==> src/rtl/axilite_slave_regfile.sv <==
// AXI4-Lite slave serving NUM_REGS byte-strobed registers with DECERR on out-of-range
// addresses and a one-cycle write-commit pulse per register.
module axilite_slave_regfile #(
  parameter int ADDR_W   = 32,
  parameter int DATA_W   = 64,
  parameter int NUM_REGS = 16
) (
  input  logic                         aclk,
  input  logic                         aresetn,
  input  logic [ADDR_W-1:0]            s_axi_awaddr,
  input  logic [2:0]                   s_axi_awprot,
  input  logic                         s_axi_awvalid,
  output logic                         s_axi_awready,
  input  logic [DATA_W-1:0]            s_axi_wdata,
  input  logic [DATA_W/8-1:0]          s_axi_wstrb,
  input  logic                         s_axi_wvalid,
  output logic                         s_axi_wready,
  output logic [1:0]                   s_axi_bresp,
  output logic                         s_axi_bvalid,
  input  logic                         s_axi_bready,
  input  logic [ADDR_W-1:0]            s_axi_araddr,
  input  logic [2:0]                   s_axi_arprot,
  input  logic                         s_axi_arvalid,
  output logic                         s_axi_arready,
  output logic [DATA_W-1:0]            s_axi_rdata,
  output logic [1:0]                   s_axi_rresp,
  output logic                         s_axi_rvalid,
  input  logic                         s_axi_rready,
  output logic [NUM_REGS*DATA_W-1:0]   reg_out,
  output logic [NUM_REGS-1:0]          reg_wr_pulse
);

  localparam int STRB_W = DATA_W / 8;
  localparam int LSB    = $clog2(STRB_W);
  localparam logic [ADDR_W-1:0] NREGS_A = ADDR_W'(NUM_REGS);

  logic                r_awready, r_wready, r_bvalid, r_arready, r_rvalid;
  logic [1:0]          r_bresp, r_rresp;
  logic [DATA_W-1:0]   r_rdata;
  logic                r_aw_held, r_w_held;
  logic [ADDR_W-1:0]   r_aw_addr;
  logic [DATA_W-1:0]   r_w_data;
  logic [STRB_W-1:0]   r_w_strb;
  logic [DATA_W-1:0]   r_regs [NUM_REGS];
  logic [NUM_REGS-1:0] r_wr_pulse;

  logic                w_aw_hs, w_w_hs, w_ar_hs, w_r_hs, w_commit;
  logic                w_aw_held_nxt, w_w_held_nxt, w_bvalid_nxt, w_rvalid_nxt;
  logic [ADDR_W-1:0]   w_waddr, w_widx, w_ridx;
  logic [DATA_W-1:0]   w_wdata, w_rsel;
  logic [STRB_W-1:0]   w_wstrb;
  logic                w_win, w_rin;
  logic                w_unused;

  assign w_unused = ^{s_axi_awprot, s_axi_arprot};

  assign w_aw_hs = s_axi_awvalid & r_awready;
  assign w_w_hs  = s_axi_wvalid & r_wready;
  assign w_ar_hs = s_axi_arvalid & r_arready;
  assign w_r_hs  = r_rvalid & s_axi_rready;

  // Commit fires on whichever edge completes the second of the AW/W pair.
  assign w_commit      = (w_aw_hs | r_aw_held) & (w_w_hs | r_w_held);
  assign w_aw_held_nxt = (w_aw_hs | r_aw_held) & ~w_commit;
  assign w_w_held_nxt  = (w_w_hs | r_w_held) & ~w_commit;
  assign w_bvalid_nxt  = w_commit | (r_bvalid & ~s_axi_bready);
  assign w_rvalid_nxt  = w_ar_hs | (r_rvalid & ~s_axi_rready);

  assign w_waddr = w_aw_hs ? s_axi_awaddr : r_aw_addr;
  assign w_wdata = w_w_hs  ? s_axi_wdata  : r_w_data;
  assign w_wstrb = w_w_hs  ? s_axi_wstrb  : r_w_strb;
  assign w_widx  = w_waddr >> LSB;
  assign w_ridx  = s_axi_araddr >> LSB;
  assign w_win   = w_widx < NREGS_A;
  assign w_rin   = w_ridx < NREGS_A;

  always_comb begin
    w_rsel = '0;
    for (int i = 0; i < NUM_REGS; i++)
      if (w_ridx == ADDR_W'(i)) w_rsel = r_regs[i];
  end

  always_ff @(posedge aclk or negedge aresetn) begin
    if (!aresetn) begin
      r_aw_held <= 1'b0;
      r_w_held  <= 1'b0;
      r_aw_addr <= '0;
      r_w_data  <= '0;
      r_w_strb  <= '0;
      r_awready <= 1'b0;
      r_wready  <= 1'b0;
      r_bvalid  <= 1'b0;
      r_bresp   <= 2'b00;
    end else begin
      r_aw_held <= w_aw_held_nxt;
      r_w_held  <= w_w_held_nxt;
      if (w_aw_hs) r_aw_addr <= s_axi_awaddr;
      if (w_w_hs) begin
        r_w_data <= s_axi_wdata;
        r_w_strb <= s_axi_wstrb;
      end
      r_awready <= ~w_aw_held_nxt & ~w_bvalid_nxt;
      r_wready  <= ~w_w_held_nxt & ~w_bvalid_nxt;
      r_bvalid  <= w_bvalid_nxt;
      if (w_commit) r_bresp <= w_win ? 2'b00 : 2'b11;
    end
  end

  // Out-of-range indices never match a register, so they neither write nor pulse.
  always_ff @(posedge aclk or negedge aresetn) begin
    if (!aresetn) begin
      for (int i = 0; i < NUM_REGS; i++) r_regs[i] <= '0;
      r_wr_pulse <= '0;
    end else begin
      for (int i = 0; i < NUM_REGS; i++) begin
        r_wr_pulse[i] <= w_commit & (w_widx == ADDR_W'(i));
        if (w_commit && (w_widx == ADDR_W'(i)))
          for (int b = 0; b < STRB_W; b++)
            if (w_wstrb[b]) r_regs[i][b*8 +: 8] <= w_wdata[b*8 +: 8];
      end
    end
  end

  always_ff @(posedge aclk or negedge aresetn) begin
    if (!aresetn) begin
      r_arready <= 1'b0;
      r_rvalid  <= 1'b0;
      r_rdata   <= '0;
      r_rresp   <= 2'b00;
    end else begin
      r_rvalid  <= w_rvalid_nxt;
      r_arready <= ~w_rvalid_nxt;
      if (w_ar_hs) begin
        r_rdata <= w_rsel;
        r_rresp <= w_rin ? 2'b00 : 2'b11;
      end else if (w_r_hs) begin
        r_rdata <= '0;
        r_rresp <= 2'b00;
      end
    end
  end

  for (genvar gi = 0; gi < NUM_REGS; gi++) begin : g_out
    assign reg_out[gi*DATA_W +: DATA_W] = r_regs[gi];
  end

  assign s_axi_awready = r_awready;
  assign s_axi_wready  = r_wready;
  assign s_axi_bvalid  = r_bvalid;
  assign s_axi_bresp   = r_bresp;
  assign s_axi_arready = r_arready;
  assign s_axi_rvalid  = r_rvalid;
  assign s_axi_rdata   = r_rdata;
  assign s_axi_rresp   = r_rresp;
  assign reg_wr_pulse  = r_wr_pulse;

endmodule

==> config.mk <==
export PLATFORM = sky130hd
export DESIGN_NAME = axilite_slave_regfile
export DESIGN_NICKNAME = d
export VERILOG_FILES = /design/src/rtl/axilite_slave_regfile.sv
export SDC_FILE = /design/constraint.sdc
export NUM_CORES = 2
export LEC_CHECK = 0
export CORE_AREA = 5 5 482 484
export CTS_BUF_LIST = sky130_fd_sc_hd__clkbuf_4
export CTS_CLUSTER_DIAMETER = 150
export CTS_CLUSTER_SIZE = 28
export DETAILED_ROUTE_END_ITERATION = 8
export DIE_AREA = 0 0 487 489
export GPL_TIMING_DRIVEN = 0
export PLACE_DENSITY = 0.47
export SLEW_MARGIN = 20
export SYNTH_ARGS = -nofsm -noshare
export SYNTH_HDL_FRONTEND = slang
export SYNTH_SLANG_ARGS = --single-unit
==> constraint.sdc <==
create_clock -name aclk -period 3.1 [get_ports aclk]
set_input_delay 0.775 -clock aclk [delete_from_list [all_inputs] [get_ports aclk]]
set_output_delay 0.775 -clock aclk [all_outputs]
set_load 0.005 [all_outputs]
Yosys cells after proc, flatten, opt, wreduce, memory -nomap -nowiden
Cells that the tools add are included.

Register bits: 1219. Input port bits: 149. Output and inout port bits: 1113. Logic and storage cells: 385.

Reductions and logical operators: 147. Bitwise operators: 38. Mux-type cells: 25. Order comparisons: 2. Equality and inequality tests: 30.

Operators by type and width (number): 64-bit two-way mux (19); 29-bit by 4-bit == test with 1-bit output, second input constant (16); 2-bit AND reduction (128); 29-bit by 3-bit == test with 1-bit output, second input constant (8); 29-bit by 2-bit == test with 1-bit output, second input constant (4); 32-bit logical NOT (2); 29-bit by 1-bit == test with 1-bit output, second input constant (2); 29-bit by 5-bit less-than comparator with 1-bit output, second input constant (2); 32-bit two-way mux (1); 1-bit bitwise AND (27); 1-bit logical AND (16); 2-bit two-way mux (4); 8-bit two-way mux (1); 1-bit NOT (7); 1-bit OR (4); 2-bit nonzero test (1).

Logic depth before layout (Yosys ltp)
Depth in word-level cells: 18. Depth in mapped cells: 12. Mapped depth without buffers: 7.

Least setup slack after synthesis
No wires, ideal clock.

Path type: input-to-reg. From: in s_axi_awaddr[8]. To: reg r_regs (netlist bit reg_out[920]). Cell stages on the path: 10. Setup time: 0.128 ns. Slack: -0.135 ns. Arrival: 3.107 ns. Path buffers: 3. Data required time: 2.972 ns. Path through: or4_1 nor3_1 and3_1 o2111ai_2 buf_2 or3_1 buf_2 buf_8 nor2_8 mux2_1.

Cells in the longest elaborated chain, start to end: 4.

RTL lines: start, declared (RTL line 10) `input logic [ADDR_W-1:0] s_axi_awaddr,`; 32-bit two-way mux; 29-bit by 4-bit == test with 1-bit output (RTL line 117) `if (w_commit && (w_widx == ADDR_W'(i)))`; 1-bit logical AND (RTL line 117); 2-bit AND reduction (no line); end signal, assigned by index (RTL line 119) `if (w_wstrb[b]) r_regs[i][b*8 +: 8] <= w_wdata[b*8 +: 8];`; end, declared (RTL line 44) `logic [DATA_W-1:0] r_regs [NUM_REGS];`.

Every way passes these cells. A chain may end at the register's enable or synchronous reset.

Worst setup path after layout
From: in s_axi_araddr[17]. To: reg r_rdata[51], in the netlist s_axi_rdata[51].

Cells in the longest elaborated chain, start to end: 18. Elaborated cells between the ends (all ways): 33. Those cells by class: eq/ne (15); mux (17); reduce/logical (1).

RTL lines: start, declared (RTL line 21) `input logic [ADDR_W-1:0] s_axi_araddr,`; 32-bit logical NOT (RTL line 80) `if (w_ridx == ADDR_W'(i)) w_rsel = r_regs[i];`; 64-bit two-way mux (15 in a row) (RTL line 80); 64-bit two-way mux * (RTL line 80); 64-bit two-way mux * (RTL line 133) `if (w_ar_hs) begin`; end signal, assigned (RTL line 134) `r_rdata <= w_rsel;`; end, declared (RTL line 39) `logic [DATA_W-1:0] r_rdata;`.

Every way passes the cells marked *; elsewhere a longest branch is shown, timed or not.

==> impl_metrics.env <==
export IMPL_power_density_nw_per_um2=372
export IMPL_start_util=0.241
export IMPL_routed_wl_um=476000
export IMPL_placed_cell_area_sq_um=74500
export IMPL_ff2ff_path_depth=9
export IMPL_internal_power_uw=19800
export IMPL_yosys_warnings=0
export IMPL_synth_area_leaders="dfrtp_1 56%, mux2_1 19%, mux2i_1 3.3%"
export IMPL_rows=175
export IMPL_setup_viol_count_final=296
export IMPL_seqPwrFrac=0.512
export IMPL_dr_pass1_iters=6
export IMPL_synth_fp_nets=4326
export IMPL_post_route_drc_count=0
export IMPL_slew_viol_final=0
export IMPL_cts_tree="built"
export IMPL_layout_commonest_cell="dfrtp_1"
export IMPL_final_area_sq_um=88700
export IMPL_layout_drive_gt1_share=0.413
export IMPL_outcome="complete, but fails checks"
export IMPL_switchingPower_uw=13200
export IMPL_leakagePower_uw=0.0447
export IMPL_worst_slack_ns=-0.152
export IMPL_ir_worst_vdd_mv=0.246
export IMPL_syn_to_final_growth_pct=62.4
export IMPL_grt_pass1_vias=52500
export IMPL_cp_data_required_time_ns=4.29
export IMPL_ys_ff_latch=1214
export IMPL_clock_path_buffers=3
export IMPL_clk_latency_ns=1.34
export IMPL_grt_max_degree=140
export IMPL_grt_util_all_layers=0.384
export IMPL_cap_violations=0
export IMPL_grt_pass1_wl_um=590000
export IMPL_power_frac_comb=0.290
export IMPL_layout_common_cells="1057 x dfrtp_1, 869 x dlygate4sd2_1, 767 x mux2_4"
export IMPL_vias_per_cell=5.53
export IMPL_cts_max_level=2
export IMPL_cts_made_buffers=52
export IMPL_antenna_found_initial=108
export IMPL_drtIter0Drc=6398
export IMPL_period_minus_slack_ns=3.25
export IMPL_worstSetupPathType="in2reg"
export IMPL_final_hold_violation_count=0
export IMPL_dp_hpwl_um=356000
export IMPL_syn_inst=4177
export IMPL_cts_root_buf="clkbuf_4"
export IMPL_violations="setup timing"
export IMPL_synth_edff_count=0
export IMPL_finalWeightedCongestion=0.904
export IMPL_hp_class="in2reg"
export IMPL_core_area_sq_um=227000
export IMPL_yosysSeqAreaShare=0.556
export IMPL_power_total_uw=33000
export IMPL_crit_arrival_ns=4.44
export IMPL_fp_dieW_um=487
export IMPL_relSlewSlack=0.243
export IMPL_post_synth_top_area_fraction=0.556
export IMPL_die_y_um=489
export IMPL_switching_share=0.400
export IMPL_clkTransAtPathRegs_ns=0.31
export IMPL_fin_skew_ns=0.136
export IMPL_max_clock_freq_mhz=308
export IMPL_ios=1262
export IMPL_fillers=22200
export IMPL_cp_start_kind="input port"
export IMPL_clock_sinks=1214
export IMPL_grt_setup_unrepaired="yes"
export IMPL_async_flop_share=1.00
export IMPL_crit_fanout=8
export IMPL_synth_cell_type_count=75
export IMPL_min_path_cells=2
export IMPL_detail_route_antenna_nets=0
export IMPL_port_buffers=1249
export IMPL_wl_per_cell_um=49.3
export IMPL_max_slew_worst_pin_slew_ns=1.10
export IMPL_layout_nets=6734
export IMPL_syn_area_sq_um=54600
export IMPL_yosys_most_used_dff="dfrtp_1"
export IMPL_synth_area_per_cell_sq_um=13.1
export IMPL_vias=53400
export IMPL_endpoint_kind="flip-flop"
export IMPL_min_period_over_period=1.05
export IMPL_grt_overflow=0
export IMPL_yosysTopAreaCell="dfrtp_1"
export IMPL_power_frac_clock=0.198
export IMPL_die_area_sq_um=238000
-- routing by layer --
metal / track usage / part of all wire
met1: 0.457 / 0.38
met2: 0.599 / 0.44
met3: 0.133 / 0.11
met4: 0.230 / 0.076
met5: 0 / 0.00062
-- synth_stat cells, types with 13 or more instances --
cell       number
nor2_4         62
mux2i_1       179
a211oi_1       29
mux2_1        923
dfrtp_1      1214
nor2b_1        24
buf_4          15
nor4_1         21
nand3_1        29
o221ai_1       32
buf_1          18
nor2_8         30
a221oi_1       76
a222oi_1       31
nand2_1       142
o22ai_1        58
mux2_2         90
a2111oi_0      14
a22oi_1       109
nor2_2         21
o211ai_1       26
a221o_1        21
nand4_1        14
buf_2          64
o21ai_0        84
clkbuf_1      177
o2111ai_1      16
inv_1         147
and3_1         13
o21ai_1        58
nor2_1        107
a21oi_1       130
nor3_1         29
-- cell families (layout without fill, tap and decap cells) --
group / count (synthesis) / count (layout) / share of synthesized area
DFF: 1214 / 1214 / 0.556
AOI/OAI and AO/OA: 772 / 772 / 0.0992
other: 0 / 61 / 0
muxes: 1195 / 1195 / 0.243
and+or+nand+nor: 569 / 569 / 0.0688
buffers and inverters: 427 / 2845 / 0.0328
-- power groups by stage --
stage | Combinational (uW) | Sequential [uW] | Clock, uW
finish | 9570 | 16900 | 6520
floorplan | 3760 | 17000 | 0
global placement | 7540 | 17200 | 0
global route | 9730 | 17000 | 7010
CTS | 9040 | 16900 | 6570
detailed placement | 8220 | 17100 | 0
-- path summary, 6_finish.rpt --
path,endpoint,slack (ns),start
max,s_axi_rdata[51],-0.15,s_axi_araddr[17]
min,r_aw_addr[21],0.17,s_axi_awaddr[21]
max reg2reg,reg_out[752],-0.12,s_axi_awready
min reg2reg,s_axi_wready,0.50,r_w_held
max in group asynchronous,reg_out[26],0.30,aresetn
min in group asynchronous,reg_out[641],0.32,aresetn
-- state kept, by name (all words and copies together) (netlist names) --
name	cells
reg_wr_pulse	16
r_aw_addr	29
s_axi_awready	1
s_axi_arready	1
s_axi_rresp	1
reg_out	1024
r_w_held	1
r_w_strb	8
s_axi_wready	1
s_axi_bresp	1
s_axi_bvalid	1
r_aw_held	1
r_w_data	64
s_axi_rdata	64
s_axi_rvalid	1
-- worst max-delay path: stages --
cell and delay (ns):
dlygate4sd2_1 0.43, or4_4 0.71, nor3_4 0.23, buf_12 0.16, nand2_4 0.22, clkbuf_2 0.43, clkbuf_2 0.41, buf_16 0.26
nor3_1 0.46, a32oi_1 0.16, o21ai_1 0.11
-- layout make-up --
class | instances | area [sq um] | area share
flip-flops and latches | 1214 | 30600 | 0.345
multi-input cells | 2536 | 26300 | 0.297
repair buffers | 2365 | 24600 | 0.278
well taps | 3009 | 3760 | 0.0424
plain buffers | 267 | 2130 | 0.0240
inverters | 149 | 567 | 0.00639
clock buffers | 53 | 398 | 0.00448
diodes | 61 | 153 | 0.00172
clock inverters | 11 | 135 | 0.00152
-- through the flow --
stage | hold WS, ns | std cells | setup slack [ns] | util | setup TNS (ns)
5_1_grt | 0.0755 | 9616 | -0.178 | 0.391 | -38.36
6_report | 0.172 | 9665 | -0.152 | 0.391 | -10.83
2_1_floorplan | 0.437 | 4177 | -0.109 | - | -21.84
4_1_cts | 0.0104 | 9522 | -0.184 | 0.381 | -40.28
3_5_place_dp | 0.481 | 8579 | -3.62 | 0.328 | -2127.97
3_3_place_gp | 0.472 | 8435 | -58.03 | 0.313 | -
-- what timing repair did --
action	4_1_cts	5_1_grt
buffers inserted	866	88
gates resized for setup	2144	438
gates cloned	7	1
hold buffers	13	0
endpoints found under the setup margin	2217	1269
pin swaps	131	91
endpoints found under the hold margin	364	0
(Power assumes the default switching activity.)
